==> config.mk <==
export PLATFORM = sky130hd
export DESIGN_NAME = tap_delay_line_flat
export DESIGN_NICKNAME = d
export VERILOG_FILES = /design/src/rtl/tap_delay_pkg.sv /design/src/rtl/tap_delay_line_if.sv /design/src/rtl/tap_stage.sv /design/src/rtl/tap_delay_line.sv /design/src/flat_wrapper.sv
export SDC_FILE = /design/constraint.sdc
export NUM_CORES = 1
export LEC_CHECK = 0
export ABC_AREA = 0
export BUFFER_PORTS_ARGS = -buffer_cell sky130_fd_sc_hd__buf_2
export CAP_MARGIN = 30
export CORE_UTILIZATION = 49
export DETAILED_ROUTE_END_ITERATION = 10
export GPL_ROUTABILITY_DRIVEN = 0
export PLACE_DENSITY = 0.78
export SKIP_CTS_REPAIR_TIMING = 1
export SLEW_MARGIN = 40
export SYNTH_ARGS = -nofsm -noshare
export SYNTH_HDL_FRONTEND = slang
export SYNTH_HIERARCHICAL = 1
export SYNTH_SLANG_ARGS = --single-unit
==> constraint.sdc <==
create_clock -name clk -period 1.5 [get_ports clk]
set_input_delay 0.3 -clock clk [delete_from_list [all_inputs] [get_ports clk]]
set_output_delay 0.3 -clock clk [all_outputs]
set_load 0.1 [all_outputs]
==> src/rtl/tap_delay_pkg.sv <==
// Shared constants and fill-state type for the tap delay line.
package tap_delay_pkg;

    localparam int TAP_DELAY_WIDTH_DEF = 32;
    localparam int TAP_DELAY_TAPS_DEF  = 4;

    typedef enum logic {
        FILLING = 1'b0,
        FULL    = 1'b1
    } tap_fill_state_e;

endpackage

==> src/rtl/tap_delay_line_if.sv <==
// Sample/tap bundle for tap_delay_line; the hold port exists only when
// TAP_DELAY_HOLD_EN is defined.
interface tap_delay_line_if
    import tap_delay_pkg::*;
#(
    parameter int WIDTH = TAP_DELAY_WIDTH_DEF,
    parameter int TAPS  = TAP_DELAY_TAPS_DEF
);
    localparam int CNT_W = $clog2(TAPS + 1);

    logic                  clear;
    logic                  in_valid;
    logic [WIDTH-1:0]      in_data;
`ifdef TAP_DELAY_HOLD_EN
    logic                  hold;
`endif
    logic [WIDTH*TAPS-1:0] taps;
    logic [CNT_W-1:0]      fill_count;
    logic                  window_valid;
    logic                  out_valid;

    modport master (
`ifdef TAP_DELAY_HOLD_EN
        output hold,
`endif
        output clear, in_valid, in_data,
        input  taps, fill_count, window_valid, out_valid
    );

    modport slave (
`ifdef TAP_DELAY_HOLD_EN
        input  hold,
`endif
        input  clear, in_valid, in_data,
        output taps, fill_count, window_valid, out_valid
    );

endinterface

==> src/rtl/tap_stage.sv <==
// One delay-line register: synchronous rst/clear to zero, otherwise loads d when load is set.
module tap_stage #(
    parameter int WIDTH = 32
) (
    input  logic             clk,
    input  logic             rst,
    input  logic             clear,
    input  logic             load,
    input  logic [WIDTH-1:0] d,
    output logic [WIDTH-1:0] q
);

    always_ff @(posedge clk) begin
        if (rst || clear) begin
            q <= '0;
        end else if (load) begin
            q <= d;
        end
    end

endmodule

==> src/rtl/tap_delay_line.sv <==
// WIDTH x TAPS shift-register delay line with fill tracking and full-window strobe.
// Optional hold input enabled by defining TAP_DELAY_HOLD_EN.
module tap_delay_line
    import tap_delay_pkg::*;
#(
    parameter int WIDTH = TAP_DELAY_WIDTH_DEF,
    parameter int TAPS  = TAP_DELAY_TAPS_DEF
) (
    input  logic            clk,
    input  logic            rst,
    tap_delay_line_if.slave bus
);

    localparam int               CNT_W    = $clog2(TAPS + 1);
    localparam logic [CNT_W-1:0] FULL_CNT = CNT_W'(TAPS);
    localparam logic [CNT_W-1:0] LAST_CNT = CNT_W'(TAPS - 1);

    logic                  accept;
    logic [WIDTH-1:0]      tap_q [TAPS];
    logic [WIDTH*TAPS-1:0] taps_flat;

    tap_fill_state_e  state_q, state_d;
    logic [CNT_W-1:0] fill_cnt_q, fill_cnt_d;
    logic             out_vld_q, out_vld_d;

`ifdef TAP_DELAY_HOLD_EN
    assign accept = bus.in_valid & ~bus.hold;
`else
    assign accept = bus.in_valid;
`endif

    // Tap 0 takes the new sample; each deeper tap takes its shallower neighbour.
    for (genvar k = 0; k < TAPS; k++) begin : g_tap
        logic [WIDTH-1:0] d;
        if (k == 0) begin : g_head
            assign d = bus.in_data;
        end else begin : g_body
            assign d = tap_q[k-1];
        end

        tap_stage #(.WIDTH(WIDTH)) u_stage (
            .clk   (clk),
            .rst   (rst),
            .clear (bus.clear),
            .load  (accept),
            .d     (d),
            .q     (tap_q[k])
        );
    end

    always_comb begin
        taps_flat = '0;
        for (int k = 0; k < TAPS; k++) begin
            taps_flat[k*WIDTH +: WIDTH] = tap_q[k];
        end
    end

    // Strobe uses the pre-edge count so the filling accept also fires it.
    always_comb begin
        state_d    = state_q;
        fill_cnt_d = fill_cnt_q;
        out_vld_d  = 1'b0;
        if (accept) begin
            out_vld_d = (fill_cnt_q >= LAST_CNT);
            if (fill_cnt_q != FULL_CNT) begin
                fill_cnt_d = fill_cnt_q + 1'b1;
            end
            if (fill_cnt_q >= LAST_CNT) begin
                state_d = FULL;
            end
        end
    end

    always_ff @(posedge clk) begin
        if (rst || bus.clear) begin
            state_q    <= FILLING;
            fill_cnt_q <= '0;
            out_vld_q  <= 1'b0;
        end else begin
            state_q    <= state_d;
            fill_cnt_q <= fill_cnt_d;
            out_vld_q  <= out_vld_d;
        end
    end

    assign bus.taps         = taps_flat;
    assign bus.fill_count   = fill_cnt_q;
    assign bus.window_valid = (state_q == FULL);
    assign bus.out_valid    = out_vld_q;

endmodule

==> src/flat_wrapper.sv <==
// flat-port wrapper written by rule: the top's interface ports become plain ports
module tap_delay_line_flat import tap_delay_pkg::*;
#(
    parameter int WIDTH = TAP_DELAY_WIDTH_DEF,
    parameter int TAPS  = TAP_DELAY_TAPS_DEF
)
  (clk, rst, bus_clear, bus_in_valid, bus_in_data, bus_taps, bus_fill_count, bus_window_valid, bus_out_valid);
  tap_delay_line_if #(.WIDTH(WIDTH), .TAPS(TAPS)) bus_i ();
  input  logic clk;
  input  logic rst;
  input wire logic [$bits(bus_i.clear)-1:0] bus_clear;
  input wire logic [$bits(bus_i.in_valid)-1:0] bus_in_valid;
  input wire logic [$bits(bus_i.in_data)-1:0] bus_in_data;
  output wire logic [$bits(bus_i.taps)-1:0] bus_taps;
  output wire logic [$bits(bus_i.fill_count)-1:0] bus_fill_count;
  output wire logic [$bits(bus_i.window_valid)-1:0] bus_window_valid;
  output wire logic [$bits(bus_i.out_valid)-1:0] bus_out_valid;
  assign bus_i.clear = bus_clear;
  assign bus_i.in_valid = bus_in_valid;
  assign bus_i.in_data = bus_in_data;
  assign bus_taps = bus_i.taps;
  assign bus_fill_count = bus_i.fill_count;
  assign bus_window_valid = bus_i.window_valid;
  assign bus_out_valid = bus_i.out_valid;
  tap_delay_line #(.WIDTH(WIDTH), .TAPS(TAPS)) u_core (.clk(clk), .rst(rst), .bus(bus_i));
endmodule
==> results.toml <==
[pwr]
combPwrFrac_pct = 9.5
leakage_uw = 0.00328
p_per_area_nw_per_um2 = 1130
p_seq_share_pct = 44.7
p_sw_uw = 2200
clkPwrFrac_pct = 45.8
p_int_uw = 5890
irDropWorstVdd_uv = 712
swShare_pct = 27.2

[layout]
area_delta_synth_final_pct = 47.2
final_area_sq_um = 7170
final_cells = 759
nets = 652
drive_gt1_share_pct = 36.1
multiInputGateArea_sq_um = 1920
num-fill-cells = 649
diodes = 0
regArea_sq_um = 2690
final_core_util_pct = 74.0

[drt]
drc = 0
drtIter0Drc = 109
antenna_left = 0
wl_um = 13000
vias = 3834
first_pass_iters = 5
routedWlPerCell_um = 17.2
viasPerCell = 5.05

[flow_run]
maxCapViolCount = 0

[sta]
fin_worst_skew_ns = 0.0115
hold_violations = 0
max_slew_margin_pct = 74.0
drv_slew = 0
max_freq_ghz = 0.671
worst_pin_slew_ns = 0.390
finalCriticalPeriod_ns = 1.49
setup_viol = 0
fin_crit_sh_pct = 99.4
hold_slack_ns = 0.0167

[floorplan]
dieArea_sq_um = 10300
die_x_um = 102
io_pins = 169
num_rows = 36
initial_core_util_pct = 50.3
core_sq_um = 9680
die_height_um = 102

[outcome]
status = "finished, final reports clean"

[place]
place_area_sq_um = 5750
place_hpwl_um = 7870
io_buffers = 168
dp.cells = 727

[hold_path]
min_path_cells = 3
hold_class = "in -> reg"
min-delay-start = "bus_in_data[21]"
min_to = "u_core/g_tap[0].u_stage/q[21]"

[synth]
async_flop_share_pct = 0
synth.distinct_cells = 17
synth_top_cell_by_area = "dfxtp_1"
seq_area_frac_synth_pct = 54.7
synth_area_leaders = "dfxtp_1 55%, mux2i_1 27%, nor2_1 10%"
synth.most_common_cell = "dfxtp_1"
yosysWarnings = 6
synthesis.instances = 446
netlist_area_sq_um = 4870
synthDominantCellAreaShare_pct = 54.7
avgSynthCellArea_sq_um = 10.9
synth-edff-count = 0
ys.flop_type = "dfxtp_1"
synth_common_cells = "133 x dfxtp_1, 132 x nor2_1, 129 x mux2i_1"
ys_ff_latch = 133
syn_nets = 485

[setup_path]
cp_num_cells = 1
r2r-start = "u_core/bus.fill_count[0]"
cp_max_fo = 3
cp_slowest_cell = "dfxtp_1"
cp_top_family = "flip-flops"
r2r_setup_slack_ns = 0.19
crit_path_start_kind = "flip-flop"
setup.worst_path.class = "reg -> out"
r2r-end = "u_core/bus.window_valid"
cp_cell_sequence = "buf_6"
cp_slowest_stage_delay_ns = 0.42
cp.required_ns = 1.20
cp.buffers_inverters = 1
crit_path_end_kind = "output port"
worstPathArrival_ns = 1.19
rr_worst_depth = 5

[global_route]
grt_max_degree = 39
grt_pass1_vias = 3462
antenna_found_initial = 0
grt_overflow = 0
grt_pass1_wl_um = 16800
track_usage_pct = 21.4

[clock_network]
cts_buffers = 17
clk_latency_ns = 0.52
path_clk_slew_ns = 0.07
cts_buffer_depth = 2
cts_root_buffer = "clkbuf_8"
cts_tree = "done"
htree_levels = 4
clock_sinks = 133
## sequential cells by signal, indices dropped and copies added (netlist names)
signal                   count
u_core/bus.window_valid      1
u_core/g_tap.u_stage/q     128
u_core/bus.out_valid         1
u_core/bus.fill_count        3
## power groups by stage
stage	Sequential (uW)	Clock, uW	Combinational, uW
3_3_place_gp	3680	0	691
4_1_cts	3600	3740	701
5_1_grt	3620	3950	798
2_1_floorplan	3950	0	312
3_5_place_dp	3680	0	700
6_report	3620	3710	769
## area by class of cell
cell class                      instances  share of cell area [%]
Sequential cell                       133                    37.4
Tap cell                              133                    2.32
Timing Repair Buffer                  180                    25.8
Inverter                                4                   0.209
Clock inverter                         15                    1.66
Clock buffer                           17                    5.78
Multi-Input combinational cell        277                    26.7
## metrics by stage
stage	power (uW)	setup TNS (ns)	setup WS [ns]
after floorplan	4260	0	0.0926
final	8090	0	0.00948
after global routing	8370	-0.194	-0.0259
after global placement	4370	0	0.214
after detailed placement	4380	0	0.206
after CTS	8040	-17.37	-0.209
## layout by cell type, fill, tap and decap left out, drive strengths merged, types with 3 or more instances in the layout
cell type and n:
or2 5, clkbuf 19, inv 12, nor2 132, dfxtp 133, clkinvlp 5, buf 178, ha 3
mux2i 129
## worst max path at each step
stage | from | end | slack [ns]
6_report | u_core/g_tap[2].u_stage/q[4] | bus_taps[68] | 0.009
5_1_grt | u_core/g_tap[2].u_stage/q[4] | bus_taps[68] | -0.03
4_1_cts | u_core/g_tap[1].u_stage/q[8] | bus_taps[40] | -0.21
3_5_place_dp | bus_in_valid | u_core/g_tap[0].u_stage/q[21] | 0.21
3_3_place_gp | u_core/bus.fill_count[0] | u_core/bus.window_valid | 0.21
2_1_floorplan | u_core/bus.fill_count[0] | u_core/bus.window_valid | 0.09
## cells by family after synthesis
kind of cell | count (synthesis) | share of synthesized area [%]
AND/OR/NAND/NOR | 139 | 11.0
flip-flops | 133 | 54.7
multiplexers | 129 | 26.5
buffers and inverters | 36 | 5.96
AO/OA/AOI/OAI | 5 | 0.873
adder cells (fa/ha/maj) | 3 | 0.771
XOR/XNOR | 1 | 0.180
## per-layer routing
| metal | vias up | GRT usage, % | wire, um |
|---|---|---|---|
| met4 | 0 | 10.0 | 306 |
| met1 | 1845 | 25.3 | 5270 |
| met5 | - | 0 | 0 |
| met3 | 26 | 7.87 | 816 |
| li1 | 1810 | - | - |
| met2 | 153 | 34.6 | 6640 |
No activity file was read; power rests on OpenSTA's default activity.
